### src/rtl/fetch.sv
// Instruction fetch stage: owns the PC, issues word requests to instruction memory
// and queues returned words with their PCs for decode; redirects squash the old path.
module fetch #(
  parameter logic [31:0] RESET_PC = 32'h0000_0000,
  parameter int          DEPTH    = 2
) (
  input  logic        clk,
  input  logic        reset,
  output logic        imem_req_valid,
  input  logic        imem_req_ready,
  output logic [31:0] imem_req_addr,
  input  logic        imem_rsp_valid,
  input  logic [31:0] imem_rsp_data,
  input  logic        redirect_valid,
  input  logic [31:0] redirect_pc,
  output logic        instr_valid,
  input  logic        instr_ready,
  output logic [31:0] instr,
  output logic [31:0] instr_pc
);

  localparam int AW = $clog2(DEPTH);
  localparam int CW = AW + 1;
  localparam logic [CW:0] DEPTH_OCC = (CW+1)'(DEPTH);

  logic [31:0]   fetch_pc;
  logic [31:0]   rsp_pc;
  logic [CW-1:0] outstanding;
  logic [CW-1:0] kill;
  logic [CW-1:0] count;
  logic [AW-1:0] head;
  logic [AW-1:0] tail;
  logic [31:0]   pc_q   [DEPTH];
  logic [31:0]   data_q [DEPTH];

  logic [CW:0]   occupancy;
  logic [31:0]   redirect_base;
  logic          pop;
  logic          push;
  logic          req_fire;
  logic          drop;

  assign instr_valid   = (count != '0) & ~redirect_valid;
  assign pop           = instr_valid & instr_ready;

  // Every in-flight request reserves a queue slot, so a response always has room.
  assign occupancy      = {1'b0, outstanding} + {1'b0, count} - (CW+1)'(pop);
  assign imem_req_valid = ~reset & ~redirect_valid & (occupancy < DEPTH_OCC);
  assign imem_req_addr  = fetch_pc;
  assign req_fire       = imem_req_valid & imem_req_ready;

  assign drop          = (kill != '0);
  assign push          = imem_rsp_valid & ~drop & ~redirect_valid;
  assign redirect_base = redirect_pc & ~32'h3;

  assign instr    = data_q[head];
  assign instr_pc = pc_q[head];

  always_ff @(posedge clk or posedge reset) begin
    if (reset) begin
      fetch_pc    <= RESET_PC;
      rsp_pc      <= RESET_PC;
      outstanding <= '0;
      kill        <= '0;
      count       <= '0;
      head        <= '0;
      tail        <= '0;
    end else if (redirect_valid) begin
      // Whatever is still in flight belongs to the old path and must be discarded.
      fetch_pc    <= redirect_base;
      rsp_pc      <= redirect_base;
      outstanding <= outstanding - CW'(imem_rsp_valid);
      kill        <= outstanding - CW'(imem_rsp_valid);
      count       <= '0;
      head        <= '0;
      tail        <= '0;
    end else begin
      if (req_fire) fetch_pc <= fetch_pc + 32'd4;
      outstanding <= outstanding + CW'(req_fire) - CW'(imem_rsp_valid);
      if (imem_rsp_valid && drop) kill <= kill - CW'(1);
      if (push) begin
        tail   <= tail + AW'(1);
        rsp_pc <= rsp_pc + 32'd4;
      end
      if (pop) head <= head + AW'(1);
      count <= count + CW'(push) - CW'(pop);
    end
  end

  always_ff @(posedge clk) begin
    if (push) begin
      pc_q[tail]   <= rsp_pc;
      data_q[tail] <= imem_rsp_data;
    end
  end

endmodule
### config.mk
export PLATFORM = sky130hd
export DESIGN_NAME = fetch
export DESIGN_NICKNAME = d
export VERILOG_FILES = /design/src/rtl/fetch.sv
export SDC_FILE = /design/constraint.sdc
export NUM_CORES = 1
export LEC_CHECK = 0
export BUFFER_PORTS_ARGS = -buffer_cell sky130_fd_sc_hd__buf_2
export CORE_UTILIZATION = 40
export CTS_BUF_LIST = sky130_fd_sc_hd__clkbuf_16
export DETAILED_ROUTE_END_ITERATION = 6
export GPL_ROUTABILITY_DRIVEN = 1
export SYNTH_ARGS = -nofsm -noshare
export SYNTH_HDL_FRONTEND = slang
export SYNTH_SLANG_ARGS = --single-unit
### constraint.sdc
create_clock -name clk -period 5.3 [get_ports clk]
set_input_delay 1.06 -clock clk [delete_from_list [all_inputs] [get_ports clk]]
set_output_delay 1.06 -clock clk [all_outputs]
set_load 0.01 [all_outputs]
==> run_results.csv <==
group,metric,value,unit
status,status,"finished, final reports clean",
finish,final_nets,906,
setup_path,cp.required,4.24,ns
route,finalWirelength,20200,um
route,vias,6136,
die,ioPinCount,168,
clock_network,cts.sinks,192,
global_route,grt_pass1_vias,5957,
clock_network,cts_setup_buffers,0,
run,max-cap-violations,0,
finish,layout-drive-gt1-share,32.8,%
route,wl_met3,1520,um
route,met2WireLength,8730,um
setup_path,path_cells,"buf_2 -> a21oi_1 -> and2_1 -> ha_1 -> nand2b_1 -> fa_1 -> xor2_1 -> and4_1 -> buf_2",
die,die-width,150,um
die,die_height,150,um
setup_path,crit_type,"input pin to output pin",
setup_path,cp_max_fo,3,
timing,tns,0,ns
die,num_rows,53,
route,drt_iter0_drc,402,
route,wire_per_inst,18.1,um
power,p_leak,3.84,nW
route,via_per_inst,5.51,
finish,areaGrowthSynthToFinish,18.3,%
synthesis,synth-edff-count,124,
timing,setup_viol,0,
global_route,antenna_found_initial,0,
placed_design,dp_hpwl,13500,um
synthesis,synth_top_area_cell,"edfxtp_1",
die,dieArea,22500,um^2
clock_network,cts_tree,"yes",
timing,period_minus_slack,4.05,ns
placed_design,gp_congestion,0.872,
timing,worst_pin_slew,1.01,ns
synthesis,yosysTopAreaCellShare,42.5,%
power,power.internal,0.00270,W
hold_path,hold_class,"register to register",
synthesis,synth_ff_type,"edfxtp_1",
synthesis,yosys_warnings,0,
route,drc,0,
timing,hold_ws,0.502,ns
clock_network,clk_pin_slew,0.07,ns
setup_path,path_buf_inv,2,
synthesis,ys_seq_area_share,61.9,%
timing,slew_violations,0,
global_route,grt_pass1_wl,31900,um
setup_path,crit_family,"adder cells",
timing,rsz0062_at_grt,"false",
synthesis,mappedNetlistArea,8770,um^2
route,ant_nets,0,
placed_design,io_buffers,161,
power,p_per_area,364,nW/um^2
clock_network,cts_made_buffers,17,
clock_network,htreeDepth,4,
timing,hold_viol,0,
die,core-area,21300,um^2
clock_network,root_buffer,"clkbuf_16",
route,met1_length,9600,um
power,ir_drop,0.218,mV
timing,fmax,0.247,GHz
setup_path,cp-end-kind,"output pin",
synthesis,ys_ff_latch,192,
synthesis,synth.avg_cell_area,13.0,um^2
global_route,grt_max_degree,69,
clock_network,cts_hold_buf,0,
setup_path,timing.critical_path.mode_cell,"buf_2",
power,p_clk_share,31.7,%
global_route,grt_overflow,0,
setup_path,slowest_delay,0.43,ns
power,switchingPower,0.00107,W
die,initial_core_util,41.2,%
synthesis,synthCells,674,
route,top_layer,"met4",
setup_path,worst_path_max_delay_cell,"fa_1",
finish,post-route-util,48.8,%
setup_path,critPathArrivalTime,2.99,ns
clock_network,ctsResizeCount,0,
synthesis,synth_top_cells_by_area,"edfxtp_1 (42%), dfrtp_1 (19%), mux2_2 (9.4%)",
route,detailedRoute.firstPassIterationCount,5,
timing,worst_clock_skew,0.0143,ns
power,switching_share,28.4,%
setup_path,cp-start-kind,"input pin",
clock_network,clock_latency,0.43,ns
global_route,grt.total_usage,18.6,%
synthesis,synthDistinctLibCells,48,
timing,period_share,76.4,%
synthesis,async_flop_share,35.4,%
power,pwr-share-comb,18.6,%
clock_network,cts_buffer_depth,2,
timing,max-slew-margin-rel,32.7,%
power,pwr-share-seq,49.7,%
[cell usage after synthesis, types with 2 or more instances]
cell type	number
xor2_1	6
inv_1	17
o21ai_0	11
nor3b_1	4
mux2i_1	6
nand3_1	22
a211o_1	2
and4_1	21
a31oi_1	19
mux2_2	73
nor4b_1	3
a311oi_1	2
buf_1	5
ha_1	10
nand2b_1	5
nor2b_1	3
nor4_1	26
nand2_1	28
a211oi_1	17
edfxtp_1	124
or3_1	9
nand4_1	20
or4_1	14
xnor2_1	18
or2_2	2
and3_1	8
buf_4	5
nor3_1	14
and3b_1	2
buf_2	2
nor2_1	40
dfrtp_1	68
a21oi_1	12
o2bb2ai_1	2
o31ai_1	14
o31a_1	3
clkbuf_1	26
[kinds of logic (layout without fill, tap and decap cells)]
group | after synthesis | after routing | synth area share (%)
buf+inv | 56 | 217 | 2.64
simple gates | 224 | 224 | 14.6
compound gates | 86 | 86 | 6.61
xor+xnor | 25 | 25 | 2.58
mux | 79 | 79 | 10.1
other cells | 1 | 5 | 0.0428
fa+ha+maj | 11 | 11 | 1.65
flops | 192 | 192 | 61.9
[path summary, 6_finish.rpt]
path / start / to / slack (ns) / cells after the start
setup / recovery: redirect_valid / imem_req_valid / 1.25 / 9
hold / removal: rsp_pc[31] / pc_q[0][31] / 0.50 / 0
setup reg to reg: count[0] / imem_req_addr[22] / 1.71 / 10
hold reg to reg: rsp_pc[31] / pc_q[0][31] / 0.50 / 0
max in group asynchronous: reset / head / 3.74 / 3
min in group asynchronous: reset / imem_req_addr[3] / 0.92 / 3
[area by class of cell]
| class | count | area (um^2) |
|---|---|---|
| antenna | 1 | 2.50 |
| fill | 1952 | 10900 |
| tap | 275 | 344 |
| sequential | 192 | 5430 |
| inverter | 18 | 67.6 |
| timing repair buffer | 167 | 851 |
| multi-input combinational | 429 | 3140 |
| clock inverter | 15 | 120 |
| clock buffer | 17 | 425 |
[power groups by stage]
stage,clock [W],sequential (W),combinational (W)
3_3_place_gp,0,0.00190,0.000701
4_1_cts,0.00123,0.00188,0.000711
6_report,0.00120,0.00188,0.000702
3_5_place_dp,0,0.00191,0.000707
5_1_grt,0.00129,0.00190,0.000787
2_1_floorplan,0,0.00187,0.000491
[registers in the layout, summed over array words and instances (netlist names)]
signal,count
head,1
outstanding,2
tail,1
pc_q,60
count,2
data_q,64
kill,2
imem_req_addr,30
rsp_pc,30
[placed cells by master, fill, tap and decap left out, types with 5 or more instances in the layout]
cell type  count
buf_2        161
edfxtp_1     124
mux2_2        73
dfrtp_1       67
nor2_1        38
nand2_1       28
nor4_1        26
nand3_1       22
and4_1        21
nand4_1       20
a31oi_1       19
xnor2_1       18
inv_1         17
a211oi_1      17
clkbuf_16     17
or4_1         14
o31ai_1       14
nor3_1        14
a21oi_1       12
o21ai_0       11
ha_1          10
or3_1          9
and3_1         8
xor2_1         6
mux2i_1        6
buf_4          6
nand2b_1       5
clkinv_1       5
[worst reg2reg max path, delay by kind of cell (launching register included)]
family,cells,cell delay [ns]
DFF,1,0.35
adders and majority gates,2,0.79
AOI/OAI and AO/OA,2,0.36
and+or+nand+nor,5,1.94
buffers and inverters,1,0.06
[metal layers]
layer	global-route usage (%)	up-vias
li1	-	2903
met1	26.9	2977
met2	27.3	232
met3	4.33	24
met4	6.46	0
met5	0	-
[metrics by stage]
stage | setup WS [ns] | area, um^2 | cells | total power, W
3_3_place_gp | 1.04 | 9830 | 1081 | 0.00260
5_1_grt | 1.12 | 10400 | 1113 | 0.00398
2_1_floorplan | 0.448 | 8780 | 677 | 0.00236
6_report | 1.25 | 10400 | 1114 | 0.00378
3_5_place_dp | 0.982 | 9830 | 1081 | 0.00261
4_1_cts | 1.26 | 10400 | 1113 | 0.00382
No activity file was read; power rests on OpenSTA's default activity.
